===== config.mk =====
export PLATFORM = sky130hd
export DESIGN_NAME = seven_seg_scan_controller
export DESIGN_NICKNAME = d
export VERILOG_FILES = /design/src/rtl/seven_seg_scan_controller.sv
export SDC_FILE = /design/constraint.sdc
export NUM_CORES = 1
export LEC_CHECK = 0
export BUFFER_PORTS_ARGS = -buffer_cell sky130_fd_sc_hd__buf_2
export CORE_MARGIN = 4
export CORE_UTILIZATION = 50
export DETAILED_ROUTE_END_ITERATION = 12
export PLACE_DENSITY = 0.75
export SYNTH_ARGS = -nofsm -noshare
export SYNTH_HDL_FRONTEND = slang
export SYNTH_SLANG_ARGS = --single-unit

===== constraint.sdc =====
create_clock -name clk_in -period 3.28 [get_ports clk_in]
set_input_delay 0.328 -clock clk_in [delete_from_list [all_inputs] [get_ports clk_in]]
set_output_delay 0.328 -clock clk_in [all_outputs]
set_load 0.05 [all_outputs]

===== src/rtl/seven_seg_scan_controller.sv =====
// Multiplexed N-digit seven-segment driver: latched hex word, per-digit blank/dp,
// optional leading-zero suppression, registered pins that switch in lock-step.
module seven_seg_scan_controller #(
  parameter int NUM_DIGITS  = 8,
  parameter int SCAN_CYCLES = 100000,
  parameter bit ACTIVE_LOW  = 1'b1,
  parameter bit LZ_SUPPRESS = 1'b0,
  localparam int IDX_W      = (NUM_DIGITS > 1) ? $clog2(NUM_DIGITS) : 1
) (
  input  logic                    clk_in,
  input  logic                    rst_in_n,
  input  logic [4*NUM_DIGITS-1:0] val_in,
  input  logic [NUM_DIGITS-1:0]   blank_in,
  input  logic [NUM_DIGITS-1:0]   dp_in,
  input  logic                    load_in,
  output logic [NUM_DIGITS-1:0]   an_out,
  output logic [6:0]              cat_out,
  output logic                    dp_out,
  output logic [IDX_W-1:0]        digit_idx_out,
  output logic                    slot_done_out
);

  localparam int              CNT_W    = $clog2(SCAN_CYCLES);
  localparam logic [CNT_W-1:0] LAST_CNT = CNT_W'(SCAN_CYCLES - 1);
  localparam logic [IDX_W-1:0] LAST_IDX = IDX_W'(NUM_DIGITS - 1);

  logic [4*NUM_DIGITS-1:0] val_q;
  logic [NUM_DIGITS-1:0]   blank_q;
  logic [NUM_DIGITS-1:0]   dp_q;
  logic [CNT_W-1:0]        cnt_q, cnt_d;
  logic [IDX_W-1:0]        idx_q, idx_d;
  logic                    run_q;
  logic [NUM_DIGITS-1:0]   an_q, an_d;
  logic [6:0]              cat_q, cat_d;
  logic                    dp_q_pin, dp_d_pin;
  logic [NUM_DIGITS-1:0]   lz_dark;

  function automatic logic [6:0] decode(input logic [3:0] nib);
    case (nib)
      4'h0: decode = 7'h3F;
      4'h1: decode = 7'h06;
      4'h2: decode = 7'h5B;
      4'h3: decode = 7'h4F;
      4'h4: decode = 7'h66;
      4'h5: decode = 7'h6D;
      4'h6: decode = 7'h7D;
      4'h7: decode = 7'h07;
      4'h8: decode = 7'h7F;
      4'h9: decode = 7'h6F;
      4'hA: decode = 7'h77;
      4'hB: decode = 7'h7C;
      4'hC: decode = 7'h39;
      4'hD: decode = 7'h5E;
      4'hE: decode = 7'h79;
      default: decode = 7'h71;
    endcase
  endfunction

  // A digit is a leading zero when it and every more significant nibble are zero.
  generate
    for (genvar gi = 0; gi < NUM_DIGITS; gi++) begin : g_lz
      if (gi == 0) begin : g_first
        assign lz_dark[gi] = 1'b0;
      end else begin : g_rest
        assign lz_dark[gi] = LZ_SUPPRESS && (val_q[4*NUM_DIGITS-1:4*gi] == '0);
      end
    end
  endgenerate

  // The counter holds for one cycle after reset while the pin register loads digit 0,
  // so the first slot is lit for the full SCAN_CYCLES.
  always_comb begin
    cnt_d = cnt_q;
    idx_d = idx_q;
    if (run_q) begin
      if (cnt_q == LAST_CNT) begin
        cnt_d = '0;
        idx_d = (idx_q == LAST_IDX) ? '0 : idx_q + 1'b1;
      end else begin
        cnt_d = cnt_q + 1'b1;
      end
    end
  end

  always_comb begin
    logic [3:0]            nib;
    logic                  dark;
    logic [6:0]            seg;
    logic                  dpv;
    logic [NUM_DIGITS-1:0] an_on;
    nib   = val_q[{idx_d, 2'b00} +: 4];
    dark  = blank_q[idx_d] | lz_dark[idx_d];
    seg   = dark ? 7'h00 : decode(nib);
    dpv   = ~blank_q[idx_d] & dp_q[idx_d];
    an_on = '0;
    an_on[idx_d] = 1'b1;
    an_d     = ACTIVE_LOW ? ~an_on : an_on;
    cat_d    = ACTIVE_LOW ? ~seg : seg;
    dp_d_pin = ACTIVE_LOW ? ~dpv : dpv;
  end

  always_ff @(posedge clk_in) begin
    if (!rst_in_n) begin
      val_q    <= '0;
      blank_q  <= '1;
      dp_q     <= '0;
      cnt_q    <= '0;
      idx_q    <= '0;
      run_q    <= 1'b0;
      an_q     <= {NUM_DIGITS{ACTIVE_LOW}};
      cat_q    <= {7{ACTIVE_LOW}};
      dp_q_pin <= ACTIVE_LOW;
    end else begin
      run_q    <= 1'b1;
      cnt_q    <= cnt_d;
      idx_q    <= idx_d;
      an_q     <= an_d;
      cat_q    <= cat_d;
      dp_q_pin <= dp_d_pin;
      if (load_in) begin
        val_q   <= val_in;
        blank_q <= blank_in;
        dp_q    <= dp_in;
      end
    end
  end

  assign an_out        = an_q;
  assign cat_out       = cat_q;
  assign dp_out        = dp_q_pin;
  assign digit_idx_out = idx_q;
  assign slot_done_out = run_q && (cnt_q == LAST_CNT);

endmodule


Word level (Yosys, flattened, before mapping)
Memories as Yosys holds them, arrays and structs flattened.
Index checks and enable logic that the tools add are counted.
{"block": "word_totals", "ff_bits": 85, "rom_bits": 120, "out_inout_bits": 20, "mem_count": 2}
{"memory": "(name not given)", "words": 16, "word_bits": 7, "rd": 1, "rd_ports_with_merged_regs": 0, "wr": 0, "line_no": "39", "text": "case (nib)"}
{"memory": "(name not given)", "words": 8, "word_bits": 1, "rd": 1, "rd_ports_with_merged_regs": 0, "wr": 0, "line_no": "92", "text": "dark = blank_q[idx_d] | lz_dark[idx_d];"}
{"block": "classes", "n_addsub": 2, "order_cmp": 2, "n_eq_ne": 2, "n_shift": 1, "mux": 13, "n_bitwise": 6, "n_reduce_logical": 2}
{"op": "$shiftx A32 B6 Y4", "count": 1}
{"op": "$add A17 B1 Y17 const B", "count": 1}
{"op": "$eq A17 B17 Y1 const B", "count": 1}
{"op": "$mux W17", "count": 1}
{"op": "$mux W3", "count": 3}
{"op": "$not A8 Y8", "count": 1}
{"op": "$mux W7", "count": 1}
{"op": "$not A7 Y7", "count": 1}
{"op": "$bmux W1 S3", "count": 2}
{"op": "$mux W1", "count": 5}
{"op": "$lt A3 B4 Y1 const B", "count": 1}
{"op": "$add A3 B1 Y3 const B", "count": 1}
{"op": "$demux W1 S3", "count": 1}
{"op": "$eq A3 B3 Y1 const B", "count": 1}
{"op": "$ge A3 B1 Y1 const B", "count": 1}
{"op": "$logic_and A1 B1 Y1", "count": 2}
{"op": "$not A1 Y1", "count": 2}
{"op": "$and A1 B1 Y1", "count": 1}
{"op": "$or A1 B1 Y1", "count": 1}

Depth between registers and ports, before layout
{"block": "logic_depth", "depth_word": 9, "ltp_mapped": 15, "ltp_nobuf": 13}

Worst setup path before layout
OpenSTA, ideal clock, no wires.
{"block": "synth_path", "path_kind": "register to register", "startpoint": "register cnt_q[0]", "endpoint": "register cat_q[4] (netlist: cat_out[4])", "setup_ns": 0.079, "arrival_time_ns": 3.377, "t_required_ns": 3.201, "setup_slack_ns": -0.175, "stages_incl_launch_ff": 15, "path_buffers": 2, "path_cell_list": "dfxtp_1 -> ha_1 -> and3_1 -> nand2_1 -> buf_4 -> nor2_4 -> mux2_2 -> buf_2 -> mux4_2 -> mux2_2 -> inv_1 -> ha_1 -> inv_1 -> mux2_4 -> o221ai_2"}
{"block": "synth_via", "elab_chain_len": 8, "word_cells_on_any_way": 12, "cone_classes": "1 x eq/ne; 1 x shift; 6 x mux; 2 x bitwise; 2 x memory"}
{"item": "start, declared", "line_no": "30", "text": "logic [CNT_W-1:0] cnt_q, cnt_d;"}
{"item": "start signal, assigned", "line_no": "115", "text": "cnt_q <= cnt_d;"}
{"item": "$eq A17 B17 Y1 (*)", "line_no": "76", "text": "if (cnt_q == LAST_CNT) begin"}
{"item": "$mux W3 (*)", "line_no": "76"}
{"item": "$mux W3 (*)", "line_no": "75", "text": "if (run_q) begin"}
{"item": "branches (longest 3 deep; another with $mem_v2 Z16 W7)"}
{"item": "$mux W7 (*)", "line_no": "93", "text": "seg = dark ? 7'h00 : decode(nib);"}
{"item": "$not A7 Y7 (*)", "line_no": "98", "text": "cat_d = ACTIVE_LOW ? ~seg : seg;"}
{"item": "end signal, assigned", "line_no": "111", "text": "cat_q <= {7{ACTIVE_LOW}};"}
{"item": "end signal, assigned", "line_no": "118", "text": "cat_q <= cat_d;"}
{"item": "end, declared", "line_no": "34", "text": "logic [6:0] cat_q, cat_d;"}
Every way passes the cells marked *. The select of a mux whose other input is x is not followed.
A chain may end at the register's enable or synchronous reset.

Worst setup path after layout
{"block": "layout_path", "startpoint": "register cnt_q[7]", "endpoint": "register cat_q[4] (netlist: cat_out[4])"}
Same word-level chain as after synthesis.

==> results.json <==
{
  "hold_class": "input pin to register",
  "post_drt_wl_per_cell_um": 14.4,
  "fp-row-count": 32,
  "path_clk_slew_ns": 0.08,
  "cts.path.max_buffers": 2,
  "cp_common_cell": "mux2_4",
  "ant_nets": 0,
  "drc": 0,
  "fp.dieH_um": 97.4,
  "post_cts_resized": 0,
  "drv_slew": 0,
  "reg2reg_from": "cnt_q[7]",
  "numCtsBuffers": 9,
  "vias_per_cell": 5.25,
  "grt_pass1_wl_mm": 14.4,
  "grt_use_total_pct": 18.4,
  "synth_top_area_share_pct": 42.5,
  "fin_crit_sh_pct": 93.7,
  "clock-sinks": 85,
  "drt_first_pass_iters": 4,
  "dp_slack_ns": 0.239,
  "totalWireLength_mm": 8.56,
  "grt_max_degree": 42,
  "slew_headroom_pct": 50.2,
  "postCtsSetupRepairBufs": 0,
  "syn_inst": 422,
  "synth-seq-cells": 85,
  "final_cell_mix": "dfxtp_1, nor2_1, buf_2",
  "num_io_pins": 71,
  "yosysSeqAreaShare_pct": 42.5,
  "synth_warnings": 0,
  "fin_worst_skew_ns": 0.00556,
  "critPathArrivalTime_ns": 3.36,
  "dieArea_um2": 9500,
  "hold_viol": 0,
  "numPortBuffers": 70,
  "grt.overflow.total": 0,
  "async_flop_share_pct": 0,
  "htreeDepth": 3,
  "grt_pass1_vias": 3108,
  "area_growth_pct": 15.8,
  "ff2ff_setup_slack_ns": 0.21,
  "core_um2": 7770,
  "period_needed_ns": 3.07,
  "synth_edf_count": 0,
  "max_stage_delay_ns": 0.38,
  "synthesis.area_um2": 4000,
  "syn_area_per_cell_um2": 9.48,
  "power_density_nw_per_um2": 424,
  "fmax_ghz": 0.325,
  "setup_viol": 0,
  "drive_gt1_share_pct": 25.3,
  "path_cells": "nor3b_1, nand4_2, buf_4, o21ai_1, nand2_1, mux4_2, mux2_4, inv_2, ha_2, inv_1, mux2_4, o221ai_2",
  "vias": 3127,
  "hpwl_mm": 6.34,
  "design_area_um2": 4630,
  "status": "completed",
  "insertion_delay_ns": 0.36,
  "die_w_um": 97.4,
  "rsz0062_at_grt": "false",
  "synth_ff_type": "dfxtp_1",
  "cts-root-buf": "clkbuf_8",
  "critPathSlowestCell": "dfxtp_1",
  "final_nets": 549,
  "startpoint_type": "register",
  "synth_largest_area_cell": "dfxtp_1",
  "worst_pin_slew_ns": 0.726,
  "ctsHoldBuffers": 0,
  "cap_violations": 0,
  "fin_ws_ns": 0.207,
  "irDropWorstVdd_mv": 0.292,
  "placed_cell_area_um2": 4460,
  "worstHoldStart": "blank_in[0]",
  "synth_area_leaders": "dfxtp_1, mux2i_1, nor2_1",
  "start_util_pct": 51.5,
  "diodes": 0,
  "synth_fp_nets": 482,
  "critPathLaunch": "cnt_q[7]",
  "antenna_found_initial": 0,
  "crit_path_end_kind": "register",
  "cts_tree": "built",
  "fillers": 684,
  "cp.required_ns": 3.57,
  "crit_family": "multiplexers",
  "p_leak_nw": 2.03,
  "cp_max_fo": 12,
  "critPathKind": "register to register",
  "final_common_cell": "dfxtp_1",
  "critPathBufInv": 3,
  "place.gp.congestion": 0.872,
  "dr.first_iter.drc_count": 200,
  "yosysUniqueCellTypes": 43
}
[flip-flops by register name, indices dropped and copies added, names as in the netlist]
name,flops
cnt_q,17
val_q,32
cat_out,7
digit_idx_out,3
an_out,8
blank_q,8
dp_out,1
dp_q,8
run_q,1
[path summary, 6_finish.rpt]
check                                   to  cells after the start
worst min register to register  blank_q[0]                      2
worst max-delay path            cat_out[4]                     12
worst max register to register  cat_out[4]                     12
worst min-delay path            blank_q[0]                      3
[report_power, final]
group	switching, mW	internal, mW	leakage [nW]	total, mW
registers	0.0269	1.07	0.698	1.10
clock network	0.383	0.279	0.0902	0.661
logic	0.106	0.0954	1.24	0.202
[worst reg2reg max path: stages (launching register included)]
cell and delay, ns:
dfxtp_1 0.38, nor3b_1 0.34, nand4_2 0.20, buf_4 0.22, o21ai_1 0.22, nand2_1 0.23
mux4_2 0.33, mux2_4 0.33, inv_2 0.09, ha_2 0.19, inv_1 0.07, mux2_4 0.27
o221ai_2 0.14
[stage by stage]
stage               hold slack, ns  utilization (%)  total power, mW  TNS (ns)  std cells
finish                       0.178             59.6             1.96         0        596
global route                 0.181             59.6             2.06         0        596
CTS                          0.165             59.6             1.99         0        596
detailed placement           0.459             57.4             1.33         0        580
global placement             0.454             57.4             1.32         0        580
floorplan                    0.356                -             1.26   -0.0147        422
[cell type report]
class                      instances  area [um2]  area share, %
tap                              102         128           2.75
inverter                           8        30.0          0.648
sequential                        85        1700           36.8
clock inverter                     7        48.8           1.05
clock buffer                       9         124           2.67
multi-input combinational        302        2150           46.4
timing repair buffer              83         448           9.67
[Yosys cell counts, types with 3 or more instances]
cell and number:
a211oi_1 9, a21oi_1 4, a22oi_1 8, and3_1 5, buf_1 8, buf_2 3
buf_6 4, clkbuf_1 11, dfxtp_1 85, ha_1 9, inv_1 8, mux2_2 5
mux2i_1 60, mux4_2 6, nand2_1 41, nand2b_1 19, nand3_1 14, nand4_1 6
nor2_1 73, o21ai_0 3, o221ai_1 3, xnor2_1 5, xor2_1 9
[metal layers]
layer,part of all wire [%],track usage (%),up-vias
met4,1.9,7.77,0
met2,49,30.6,71
met5,0,0,-
li1,-,-,1585
met3,5.7,5.10,16
met1,44,22.2,1455
[cells by family after synthesis]
kind of cell,share of synthesized area [%]
AOI/OAI and AO/OA,6.69
and+or+nand+nor,20.2
xor gates and xnor gates,3.07
muxes,20.5
adders and majority gates,2.82
buffers and inverters,4.22
DFF,42.5
Power figures use the tool's default switching activity.
